<file path="src/rtl/tff_counter_bank.sv">
// Bank of WIDTH synchronous T flip-flops: per-bit toggle or chained up/down counter,
// with parallel load, wrap/saturate boundary handling, terminal-count pulse and sticky overflow.
module tff_counter_bank #(
  parameter int unsigned       WIDTH     = 4,
  parameter logic [WIDTH-1:0]  RESET_VAL = '0,
  parameter bit                SATURATE  = 1'b0
) (
  input  logic             clk,
  input  logic             reset,
  input  logic             en,
  input  logic [1:0]       mode,
  input  logic [WIDTH-1:0] t,
  input  logic             load,
  input  logic [WIDTH-1:0] load_val,
  input  logic             clr_ovf,
  output logic [WIDTH-1:0] q,
  output logic             tc,
  output logic             ovf
);

  typedef enum logic [1:0] {
    MODE_TOGGLE = 2'b00,
    MODE_UP     = 2'b01,
    MODE_DOWN   = 2'b10,
    MODE_HOLD   = 2'b11
  } mode_e;

  mode_e            mode_s;
  logic [WIDTH-1:0] q_q, q_d;
  logic             tc_q, tc_d;
  logic             ovf_q, ovf_d;
  logic [WIDTH-1:0] tog;
  logic             boundary;
  logic             run;

  assign mode_s = mode_e'(mode);

  always_comb begin
    tog      = '0;
    boundary = 1'b0;
    run      = 1'b1;
    case (mode_s)
      MODE_TOGGLE: tog = t;
      MODE_UP: begin
        // Bit i toggles when every lower bit is one (ripple carry of the T chain).
        for (int unsigned i = 0; i < WIDTH; i++) begin
          tog[i] = run;
          run    = run & q_q[i];
        end
        boundary = &q_q;
      end
      MODE_DOWN: begin
        for (int unsigned i = 0; i < WIDTH; i++) begin
          tog[i] = run;
          run    = run & ~q_q[i];
        end
        boundary = ~|q_q;
      end
      default: ;
    endcase

    if (!en) begin
      tog      = '0;
      boundary = 1'b0;
    end
    if (SATURATE && boundary) tog = '0;

    q_d   = q_q ^ tog;
    tc_d  = boundary;
    ovf_d = boundary | (ovf_q & ~clr_ovf);

    // Load suppresses any boundary event that would have occurred this edge.
    if (load) begin
      q_d   = load_val;
      tc_d  = 1'b0;
      ovf_d = ovf_q & ~clr_ovf;
    end
  end

  always_ff @(posedge clk) begin
    if (reset) begin
      q_q   <= RESET_VAL;
      tc_q  <= 1'b0;
      ovf_q <= 1'b0;
    end else begin
      q_q   <= q_d;
      tc_q  <= tc_d;
      ovf_q <= ovf_d;
    end
  end

  assign q   = q_q;
  assign tc  = tc_q;
  assign ovf = ovf_q;

endmodule
</file>
<file path="config.mk">
export PLATFORM = sky130hd
export DESIGN_NAME = tff_counter_bank
export DESIGN_NICKNAME = d
export VERILOG_FILES = /design/src/rtl/tff_counter_bank.sv
export SDC_FILE = /design/constraint.sdc
export NUM_CORES = 1
export LEC_CHECK = 0
export ABC_AREA = 1
export BUFFER_PORTS_ARGS = -buffer_cell sky130_fd_sc_hd__buf_2
export CAP_MARGIN = 20
export CORE_AREA = 2 2 39 41
export CTS_BUF_LIST = sky130_fd_sc_hd__clkbuf_2
export DETAILED_ROUTE_END_ITERATION = 8
export DIE_AREA = 0 0 41 43
export HOLD_SLACK_MARGIN = 0.06
export PLACE_DENSITY = 0.7
export RECOVER_POWER = 100
export SYNTH_ARGS = -nofsm -noshare
export SYNTH_HDL_FRONTEND = slang
export SYNTH_SLANG_ARGS = --single-unit
</file>
<file path="constraint.sdc">
create_clock -name clk -period 1.3 [get_ports clk]
set_input_delay 0.065 -clock clk [delete_from_list [all_inputs] [get_ports clk]]
set_output_delay 0.065 -clock clk [all_outputs]
set_load 0.005 [all_outputs]
</file>
# --- Word level (Yosys, flattened, before mapping) ---
# Index checks and enable logic that the tools add are counted.
# Widths: inputs -> output; s select.
totals:
  ff_bits: 6
  elab_cells: 27
  out_inout_bits: 6
op_classes:
  mux: 6
  reduce_logical: 5
  n_eq_ne: 2
  bitwise_logic: 11
ops:
  columns: ["operator", "count"]
  rows:
  - ["$pmux 4 s3", 1]
  - ["$mux 4", 2]
  - ["$and 1x1->1", 5]
  - ["$not 1->1", 4]
  - ["$reduce_and 4->1", 1]
  - ["$reduce_or 4->1", 1]
  - ["$xor 4x4->4", 1]
  - ["$eq 2x1->1 const B", 1]
  - ["$eq 2x2->1 const B", 1]
  - ["$logic_not 2->1", 1]
  - ["$mux 1", 2]
  - ["$pmux 1 s2", 1]
  - ["$reduce_or 2->1", 1]
  - ["$logic_not 1->1", 1]
  - ["$or 1x1->1", 1]

# --- Logic depth before layout (Yosys ltp) ---
# Gate-level depths: netlist (run 1).
depth:
  depth_word: 7
  ltp_mapped: 8

# --- Worst setup path before layout (run 1) ---
# Ideal clock, no wire load.
synth_timing:
  path_kind: "reg2reg"
  start: "register q_q[0] (netlist: q[0])"
  end: "register q_q[3] (netlist: q[3])"
  n_path_buf: 0
  arrival_time_ns: 0.849
  t_required_ns: 1.183
  stages_incl_launch_ff: 8
  setup_slack_ns: 0.333
  cell_sequence: "dfxtp_1 nor2_1 nand3_1 nand3_2 nand3_1 nand2_1 nor2_1 nor2_1"
synth_via:
  elab_chain_len: 7
  elab_cells_between_ends: 9
  classes_between: "3 x mux; 6 x bitwise"
synth_rtl:
  columns: ["item", "line_no", "text"]
  rows:
  - ["from (decl)", "29", "logic [WIDTH-1:0] q_q, q_d;"]
  - ["from (signal assigned)", "86", "q_q <= q_d;"]
  - ["$not 1->1", "55", "run = run & ~q_q[i];"]
  - ["$and 1x1->1 (2 in a row)", "55", null]
  - ["$pmux 4 s3 *", "42", "case (mode_s)"]
  - ["$mux 4 *", "62", "if (!en) begin"]
  - ["$xor 4x4->4 *", "68", "q_d = q_q ^ tog;"]
  - ["$mux 4 *", "73", "if (load) begin"]
# Mark *: on every way between the ends. The rest lies on a longest branch, timed or not.
# A chain may end at the register's enable or synchronous reset.

# --- Final worst setup path (run 1) ---
# Ends and elaborated chain as after synthesis.

==> flow_metrics.env, run 1 <==
export IMPL_syn_instance_count=63
export IMPL_yosys_area_top_type_share_pct=28.07
export IMPL_clkLatencyLatePin_ps=220
export IMPL_slowest_stage="dfxtp_1"
export IMPL_fp_dieH_um=43
export IMPL_area_delta_synth_final_pct=31.87
export IMPL_fill_cells=144
export IMPL_max_cap_violations=0
export IMPL_io_pins=21
export IMPL_overflow=0
export IMPL_skew_ps=2.005
export IMPL_drive_gt1_share_pct=27.59
export IMPL_max_slew_margin_pct=83.51
export IMPL_endpoint_kind="flop"
export IMPL_layout_nets=108
export IMPL_worstSetupPathType="reg2reg"
export IMPL_cts_sink_count=6
export IMPL_drtAntennaViolNets=0
export IMPL_max_freq_mhz=920.7
export IMPL_fin_tns_setup_ps=0
export IMPL_clkPwrFrac_pct=29.0
export IMPL_cp_cell_sequence="nor2_1 -> nand3_1 -> nand3_1 -> nand3_1 -> nand2_1 -> nor2_1 -> nor2_1"
export IMPL_critPathMaxFanout=7
export IMPL_grt_pass1_vias=430
export IMPL_dp_hpwl_um=822.2
export IMPL_worstMarginPinSlew_ps=247.1
export IMPL_via_count=482
export IMPL_syn_area_per_cell_um2=6.792
export IMPL_status="finished clean"
export IMPL_syn_area_um2=427.9
export IMPL_irDropWorstVdd_mv=0.5020
export IMPL_final_hold_viol_count=0
export IMPL_final_area_um2=564.3
export IMPL_hold_path_class="in2reg"
export IMPL_drt_first_iter_violations=10
export IMPL_root_buffer="clkbuf_2"
export IMPL_drc_errors=0
export IMPL_synth_area_top_cells="dfxtp_1, nand2_1, ha_1, nand3_1, inv_1"
export IMPL_synth_seq_area_share_pct=28.07
export IMPL_net_switching_power_mw=0.1460
export IMPL_synth_top_cell_by_area="dfxtp_1"
export IMPL_synth_seq_cells=6
export IMPL_rsz0062_at_grt="no"
export IMPL_placement_cell_area_um2=548.0
export IMPL_diodes=0
export IMPL_grt_usage_pct=13.34
export IMPL_gp_congestion=0.7598
export IMPL_viasPerCell=4.680
export IMPL_ctsHoldBuffers=1
export IMPL_multi_input_comb_area_um2=261.5
export IMPL_cts_tree="done"
export IMPL_seq_power_share_pct=45.3
export IMPL_die_area_um2=1763
export IMPL_slew_violations=0
export IMPL_setup_viol=0
export IMPL_switching_share_pct=31.94
export IMPL_cts_path_max_buffers=2
export IMPL_synth_cell_types=16
export IMPL_clk_pin_slew_ps=60
export IMPL_slowest_delay_ps=440
export IMPL_grt_max_degree=10
export IMPL_startpoint_type="flop"
export IMPL_portBuffers=20
export IMPL_fin_crit_sh_pct=83.55
export IMPL_p_leak_nw=0.3054
export IMPL_core_rowCount=14
export IMPL_wl_um=984
export IMPL_cts_resized=0
export IMPL_dr_pass1_iters=4
export IMPL_htree_levels=1
export IMPL_crit_required_ps=1420
export IMPL_p_per_area_nw_per_um2=810.2
export IMPL_post_cts_buffers=0
export IMPL_numCtsBuffers=3
export IMPL_coreArea_um2=1384
export IMPL_antenna_found_initial=0
export IMPL_synthesis_nets=82
export IMPL_internal_power_mw=0.3112
export IMPL_ys_warn_count=0
export IMPL_worstPathArrival_ps=1200
export IMPL_seq_area_um2=120.1
export IMPL_period_needed_ps=1086
export IMPL_start_util_pct=30.92
export IMPL_routedWlPerCell_um=9.553
export IMPL_comb_power_share_pct=25.7
export IMPL_grt_pass1_wl_um=1621
export IMPL_fp_dieW_um=41
## flip-flops by register name, summed over array words and instances (netlist names)
| signal | count |
|---|---|
| tc | 1 |
| ovf | 1 |
| q | 4 |
## metrics by stage
step                hold slack (ps)  setup WS [ps]  util [%]  std cells  power (mW)
floorplan                     160.7          333.4         -         63      0.2829
global placement              250.3          158.2     39.60         99      0.3283
detailed placement            253.7          132.0     39.60         99      0.3314
CTS                           67.14          224.6     41.41        103      0.4671
global route                  77.84          56.31     40.78        103      0.4878
finish                        70.76          213.9     40.78        103      0.4572
## Yosys cell counts (all sizes together)
| master | instances |
|---|---|
| nand4 | 2 |
| a31oi | 2 |
| inv | 11 |
| nand3b | 1 |
| nor2 | 5 |
| dfxtp | 6 |
| nand3 | 8 |
| o21ai | 5 |
| a21oi | 3 |
| nand2 | 15 |
| o211ai | 1 |
| ha | 4 |
## cell type report
class                           count  area share [%]
Multi-Input combinational cell     46           46.34
Inverter                           11           7.317
Timing Repair Buffer               21           18.85
Clock buffer                        3           2.661
Sequential cell                     6           21.29
Tap cell                           16           3.548
## logic make-up after synthesis
family          count (synthesis)  synth area share [%]
fa+ha+maj                       4                 11.70
buf+inv                        11                 9.649
flops                           6                 28.07
simple gates                   31                 36.55
compound gates                 11                 14.03
## power by group through the flow
stage	logic [mW]	clock network, mW	registers (mW)
floorplan	0.0724	0	0.210
global placement	0.118	0	0.210
detailed placement	0.120	0	0.211
CTS	0.123	0.137	0.207
global route	0.137	0.142	0.209
finish	0.118	0.132	0.207
## worst paths after layout
kind | start | endpoint | slack, ps | depth (start not counted)
hold reg to reg | ovf$_SDFF_PP0_ | ovf$_SDFF_PP0_ | 470 | 2
setup reg to reg | q[0]$_SDFF_PP0_ | q[3]$_SDFF_PP0_ | 210 | 7
setup / recovery | q[0]$_SDFF_PP0_ | q[3]$_SDFF_PP0_ | 210 | 7
hold / removal | load_val[0] | q[0]$_SDFF_PP0_ | 70 | 3
## placed cells by master, fill, tap and decap left out, drive strengths merged
cell,n
buf,17
nand2,15
inv,11
nand3,8
dfxtp,6
clkbuf,6
nor2,5
o21ai,5
ha,4
a21oi,3
nand4,2
a31oi,2
o211ai,1
nand3b,1
dlygate4sd3,1
## critical path, delay by kind of cell (launching register included)
family           cells  cell delay, ps
flip-flops           1             440
AND/OR/NAND/NOR      7             550
## routing by layer
| metal | GRT usage (%) | vias to the layer above | wire length [um] |
|---|---|---|---|
| li1 | - | 257 | - |
| met1 | 15.06 | 207 | 442 |
| met2 | 22.19 | 18 | 468 |
| met3 | 6.283 | 0 | 73 |
| met4 | 2.000 | 0 | 0 |
| met5 | 0 | - | 0 |
(Power assumes the default switching activity.)
==> run 2: changes to the inputs <==
--- a/config.mk
+++ b/config.mk
@@ -5,7 +5,7 @@
 export SDC_FILE = /design/constraint.sdc
 export NUM_CORES = 1
 export LEC_CHECK = 0
-export ABC_AREA = 1
+export ABC_AREA = 0
 export BUFFER_PORTS_ARGS = -buffer_cell sky130_fd_sc_hd__buf_2
 export CAP_MARGIN = 20
 export CORE_AREA = 2 2 39 41
@@ -13,7 +13,7 @@
 export DETAILED_ROUTE_END_ITERATION = 8
 export DIE_AREA = 0 0 41 43
 export HOLD_SLACK_MARGIN = 0.06
-export PLACE_DENSITY = 0.7
+export PLACE_DENSITY = 0.66
 export RECOVER_POWER = 100
 export SYNTH_ARGS = -nofsm -noshare
 export SYNTH_HDL_FRONTEND = slang
==> constraint.sdc (replaced) <==
create_clock -name clk -period 1.1 [get_ports clk]
set_input_delay 0.055 -clock clk [delete_from_list [all_inputs] [get_ports clk]]
set_output_delay 0.055 -clock clk [all_outputs]
set_load 0.005 [all_outputs]
==> run 2 against run 1 <==
Power is 24% higher. First-iteration DRC count down 70%. Via count shrank 8.7%. Non-clock buffer count grew 9. Clock-buffer cell count unchanged. The run now ends with setup timing left. Largest power group unchanged. Combinational power increased by 47%.
==> flow_metrics.env, run 2 <==
export IMPL_numCtsBuffers=3
export IMPL_period_needed_ps=1399
export IMPL_synthFlopType="dfxtp_1"
export IMPL_layout_commonest_cell="buf_2"
export IMPL_layout_setup_ws_ps=-298.9
export IMPL_worstHoldStart="reset"
export IMPL_grt_pass1_vias=365
export IMPL_hold_depth=2
export IMPL_syn_instance_count=44
export IMPL_fin_crit_sh_pct=127.2
export IMPL_synth_edff_count=0
export IMPL_layout_common_cells="buf_2, buf_4, dfxtp_1"
export IMPL_layout_nets=98
export IMPL_rr_worst_depth=4
export IMPL_grt_pass1_wl_um=1386
export IMPL_cp_startpoint="q[0]$_SDFF_PP0_"
export IMPL_drive_gt1_share_pct=46.75
export IMPL_p_leak_nw=0.2901
export IMPL_largest_reg_flops=4
export IMPL_diodes=0
export IMPL_ctsHoldBuffers=0
export IMPL_grt_max_degree=10
export IMPL_skew_ps=0.4876
export IMPL_start_util_pct=27.40
export IMPL_max_slew_margin_pct=83.55
export IMPL_whs_ps=77.56
export IMPL_root_buffer="clkbuf_2"
export IMPL_cts_sink_count=6
export IMPL_max_freq_mhz=714.8
export IMPL_io_pins=21
export IMPL_clk_pin_slew_ps=60
export IMPL_synth_simple_gate_area_share_pct=21.78
export IMPL_totalPowerFinal_mw=0.5678
export IMPL_max_cap_violations=0
export IMPL_worstSetupPathType="reg2reg"
export IMPL_yosysMostFrequentCell="dfxtp_1"
export IMPL_synth_area_top_cells="dfxtp_1, ha_1, xnor2_1, a21oi_1, mux2i_1"
export IMPL_startpoint_type="flop"
export IMPL_cp_cell_sequence="or4b_4 -> a31oi_1 -> xnor2_1 -> a21oi_1"
export IMPL_coreArea_um2=1384
export IMPL_clkLatencyLatePin_ps=220
export IMPL_slowest_delay_ps=530
export IMPL_overflow=0
export IMPL_syn_area_um2=379.1
export IMPL_synth_seq_area_share_pct=31.68
export IMPL_cp_num_buf_inv=0
export IMPL_synthMuxAreaShare_pct=5.281
export IMPL_crit_reg2reg_launch="q[0]$_SDFF_PP0_"
export IMPL_syn_area_per_cell_um2=8.616
export IMPL_endpoint_kind="flop"
export IMPL_ys_warn_count=0
export IMPL_synth_compound_area_share_pct=18.15
export IMPL_grt_usage_pct=11.45
export IMPL_synth_seq_cells=6
export IMPL_yosys_area_share_adder_pct=13.20
export IMPL_cp_top_family="simple AND/OR/NAND/NOR gates"
export IMPL_worstMarginPinSlew_ps=245.2
export IMPL_synth_xor_area_share_pct=6.931
export IMPL_violations="setup timing"
export IMPL_synth_top_family_by_area="simple AND/OR/NAND/NOR gates"
export IMPL_rsz0062_at_grt="yes"
export IMPL_yosys_area_top_type_share_pct=31.68
export IMPL_drtAntennaViolNets=0
export IMPL_fp_dieH_um=43
export IMPL_viasPerCell=4.731
export IMPL_cts_tree="done"
export IMPL_synth_cell_types=20
export IMPL_ys_async_sr_fraction_pct=0
export IMPL_core_rowCount=14
export IMPL_setup_viol=6
export IMPL_slowest_stage="or4b_4"
export IMPL_drt_first_iter_violations=3
export IMPL_gp_congestion=0.6646
export IMPL_hold_path_class="in2reg"
export IMPL_status="finished with violations"
export IMPL_crit_required_ps=1200
export IMPL_worstPathArrival_ps=1500
export IMPL_synthesis_nets=63
export IMPL_dr_pass1_iters=2
export IMPL_drc_errors=0
export IMPL_wl_um=944
export IMPL_synth_top_cell_by_area="dfxtp_1"
export IMPL_final_hold_viol_count=0
export IMPL_slew_violations=0
export IMPL_htree_levels=1
export IMPL_area_delta_synth_final_pct=62.71
export IMPL_antenna_found_initial=0
export IMPL_crit_cells=4
export IMPL_p_per_area_nw_per_um2=920.5
export IMPL_pre_cts_ws_ps=-352.8
export IMPL_portBuffers=20
export IMPL_fp_dieW_um=41
export IMPL_irDropWorstVdd_mv=0.2473
export IMPL_critPathMaxFanout=2
export IMPL_routedWlPerCell_um=10.15
export IMPL_cts_path_max_buffers=2
export IMPL_via_count=440
export IMPL_die_area_um2=1763
export IMPL_synth_common_cells="dfxtp_1, a21oi_1, ha_1, nor2_1"
run 2: changes by cell type in the layout (fill, tap and decap cells not counted), sizes merged, moves of 2 or more:
cell and change:
nand2 -12, buf +11, inv -9, nand3 -7
o21ai -4, xnor2 +3, a211oi +2, mux2i +2
nand2b +2
run 2: worst reg2reg max path, cell delays in order, from the launching register on:
cell,delay [ps]
dfxtp_2,330
or4b_4,530
a31oi_1,210
xnor2_1,140
a21oi_1,80
run 2: cell type report:
cell class,instances,area (um^2)
sequential,6,121.4
multi-input combinational,35,269.0
clock buffer,3,15.01
timing repair buffer,30,180.2
fill,143,767.0
tap,16,20.02
inverter,3,11.26
run 2: final timing paths:
check,to,slack [ps]
setup / recovery,q[3]$_SDFF_PP0_,-300
hold / removal,ovf$_SDFF_PP0_,80
setup reg to reg,q[3]$_SDFF_PP0_,-300
hold reg to reg,ovf$_SDFF_PP0_,470
run 2: what timing repair did:
item                                    in CTS  in global routing
gates resized for setup                      1                  4
pin swaps                                    6                  7
endpoints found under the setup margin       6                  6
buffers inserted                             0                  2
run 2: logic make-up (layout without fill, tap and decap cells):
logic type,after synthesis,after routing
XOR/XNOR,3,3
multiplexers,2,2
buffers and inverters,3,36
AO/OA/AOI/OAI,11,11
AND/OR/NAND/NOR,15,15
flip-flops,6,6
adder cells (fa/ha/maj),4,4
run 2: routing by layer:
metal	wire length, um	GRT usage, %
met5	0	0
met4	0	6.000
met2	475	18.44
met1	404	12.86
met3	63	3.141
run 2: stage by stage:
step / instances / area [um^2] / utilization (%) / TNS [ps]
final: 93 / 616.8 / 44.57 / -1235
after global placement: 88 / 569.3 / 41.14 / -1333
after floorplan: 44 / 389.1 / - / -711.2
after CTS: 91 / 588.1 / 42.50 / -1199
after detailed placement: 88 / 569.3 / 41.14 / -1554
after global routing: 93 / 616.8 / 44.57 / -1600
run 2: report_power, final:
part | switching, mW | total [mW] | internal, mW
sequential | 0.0118 | 0.243 | 0.231
combinational | 0.0708 | 0.173 | 0.103
clock | 0.0777 | 0.152 | 0.0739
==> run 3: changes to the inputs <==
--- a/config.mk
+++ b/config.mk
@@ -8,10 +8,10 @@
 export ABC_AREA = 0
 export BUFFER_PORTS_ARGS = -buffer_cell sky130_fd_sc_hd__buf_2
 export CAP_MARGIN = 20
-export CORE_AREA = 2 2 39 41
+export CORE_AREA = 4 4 41 43
 export CTS_BUF_LIST = sky130_fd_sc_hd__clkbuf_2
 export DETAILED_ROUTE_END_ITERATION = 8
-export DIE_AREA = 0 0 41 43
+export DIE_AREA = 0 0 45 47
 export HOLD_SLACK_MARGIN = 0.06
 export PLACE_DENSITY = 0.66
 export RECOVER_POWER = 100
==> run 3 against run 2 <==
The flow still finishes with violations (setup timing). Global-route usage shrank 0.14 points. Combinational power up 3%. Clock skew about the same. Sequential power about the same. Worst setup slack improved by 9.7 ps. Final area grew 1.6%. Via count rose by 1.1%. Sequential share of layout area decreased by 0.31 points. Clock power about the same. Final cell count down 1.1%.
==> flow_metrics.env, run 3 (same netlist as run 2, synthesis figures left out) <==
export IMPL_slowest_stage="or4b_4"
export IMPL_max_slew_margin_pct=84.69
export IMPL_rsz0062_at_grt="yes"
export IMPL_start_util_pct=29.13
export IMPL_layout_nets=98
export IMPL_wl_um=1075
export IMPL_cts_tree="done"
export IMPL_drt_first_iter_violations=3
export IMPL_core_rowCount=13
export IMPL_worstPathArrival_ps=1500
export IMPL_io_pins=21
export IMPL_cts_path_max_buffers=2
export IMPL_layout_common_cells="buf_2, buf_4, dfxtp_1"
export IMPL_worstMarginPinSlew_ps=228.3
export IMPL_skew_ps=0.3450
export IMPL_grt_pass1_wl_um=1704
export IMPL_irDropWorstVdd_mv=0.3085
export IMPL_routedWlPerCell_um=11.68
export IMPL_fp_dieW_um=45
export IMPL_fill_cells=138
export IMPL_p_leak_nw=0.2961
export IMPL_fp_dieH_um=47
export IMPL_multi_input_comb_area_um2=277.8
export IMPL_antenna_found_initial=0
export IMPL_max_freq_mhz=719.9
export IMPL_final_hold_viol_count=0
export IMPL_slew_violations=0
export IMPL_ctsHoldBuffers=0
export IMPL_cts_sink_count=6
export IMPL_grt_pass1_vias=435
export IMPL_endpoint_kind="flop"
export IMPL_p_per_area_nw_per_um2=912.9
export IMPL_diodes=0
export IMPL_pre_cts_ws_ps=-347.6
export IMPL_gp_congestion=0.7750
export IMPL_htree_levels=1
export IMPL_seq_area_um2=121.4
export IMPL_violations="setup timing"
export IMPL_drc_errors=0
export IMPL_die_area_um2=2115
export IMPL_overflow=0
export IMPL_largest_reg_flops=4
export IMPL_slowest_delay_ps=560
export IMPL_fin_crit_sh_pct=126.3
export IMPL_drive_gt1_share_pct=48.05
export IMPL_root_buffer="clkbuf_2"
export IMPL_viasPerCell=4.837
export IMPL_dp_hpwl_um=820.4
export IMPL_coreArea_um2=1301
export IMPL_clk_pin_slew_ps=60
export IMPL_totalPowerFinal_mw=0.5722
export IMPL_hold_path_class="in2reg"
export IMPL_clkLatencyLatePin_ps=220
export IMPL_numCtsBuffers=3
export IMPL_cp_cell_sequence="or4b_4 -> a31oi_4 -> xnor2_1 -> a21oi_1"
export IMPL_portBuffers=20
export IMPL_dr_pass1_iters=2
export IMPL_period_needed_ps=1389
export IMPL_grt_usage_pct=11.30
export IMPL_drtAntennaViolNets=0
export IMPL_critPathMaxFanout=2
export IMPL_status="finished with violations"
export IMPL_max_cap_violations=0
export IMPL_grt_max_degree=10
export IMPL_startpoint_type="flop"
export IMPL_setup_viol=6
export IMPL_cp_num_buf_inv=0
export IMPL_crit_required_ps=1210
export IMPL_via_count=445
export IMPL_area_delta_synth_final_pct=65.35
export IMPL_cp_top_family="simple AND/OR/NAND/NOR gates"
export IMPL_layout_commonest_cell="buf_2"
export IMPL_layout_setup_ws_ps=-289.2
export IMPL_worstSetupPathType="reg2reg"
## run 3: stage by stage
step	setup TNS [ps]	hold WS [ps]	std cells	area [um^2]	util, %
6_report	-1232	67.58	92	626.9	48.17
5_1_grt	-1665	88.18	92	626.9	48.17
4_1_cts	-1162	67.30	92	631.9	48.56
3_5_place_dp	-1500	302.2	87	568.0	43.65
3_3_place_gp	-1338	299.1	87	568.0	43.65
2_1_floorplan	-711.2	119.7	44	389.1	-
## run 3: layout make-up
class	count	share of cell area (%)
Tap cell	15	2.994
Multi-Input combinational cell	35	44.31
Sequential cell	6	19.36
Timing Repair Buffer	30	29.14
Clock buffer	3	2.395
Inverter	3	1.796
## run 3: path summary, 6_finish.rpt
| check | start | endpoint | slack [ps] | depth (start not counted) |
|---|---|---|---|---|
| setup / recovery | q[1]$_SDFF_PP0_ | q[3]$_SDFF_PP0_ | -290 | 4 |
| hold / removal | reset | q[1]$_SDFF_PP0_ | 70 | 2 |
| setup reg to reg | q[1]$_SDFF_PP0_ | q[3]$_SDFF_PP0_ | -290 | 4 |
| hold reg to reg | ovf$_SDFF_PP0_ | ovf$_SDFF_PP0_ | 480 | 2 |
## run 3: power by group
part           switching (mW)  internal [mW]
Clock                  0.0795         0.0739
Combinational          0.0770          0.102
Sequential            0.00875          0.231
## run 3: what timing repair did
item | 4_1_cts | 5_1_grt
endpoints found under the hold margin | 0 | 0
endpoints found under the setup margin | 6 | 6
cloned | 0 | 0
resized for setup | 7 | 0
pin swaps | 9 | 1
buffers inserted | 2 | 0
## run 3: routing by layer
layer / global-route usage [%] / part of all wire, % / routed length, um
met1: 12.76 / 42 / 450
met2: 20.06 / 51 / 549
met3: 1.533 / 5.4 / 58
met4: 7.018 / 1.4 / 15
met5: 0 / 0 / 0
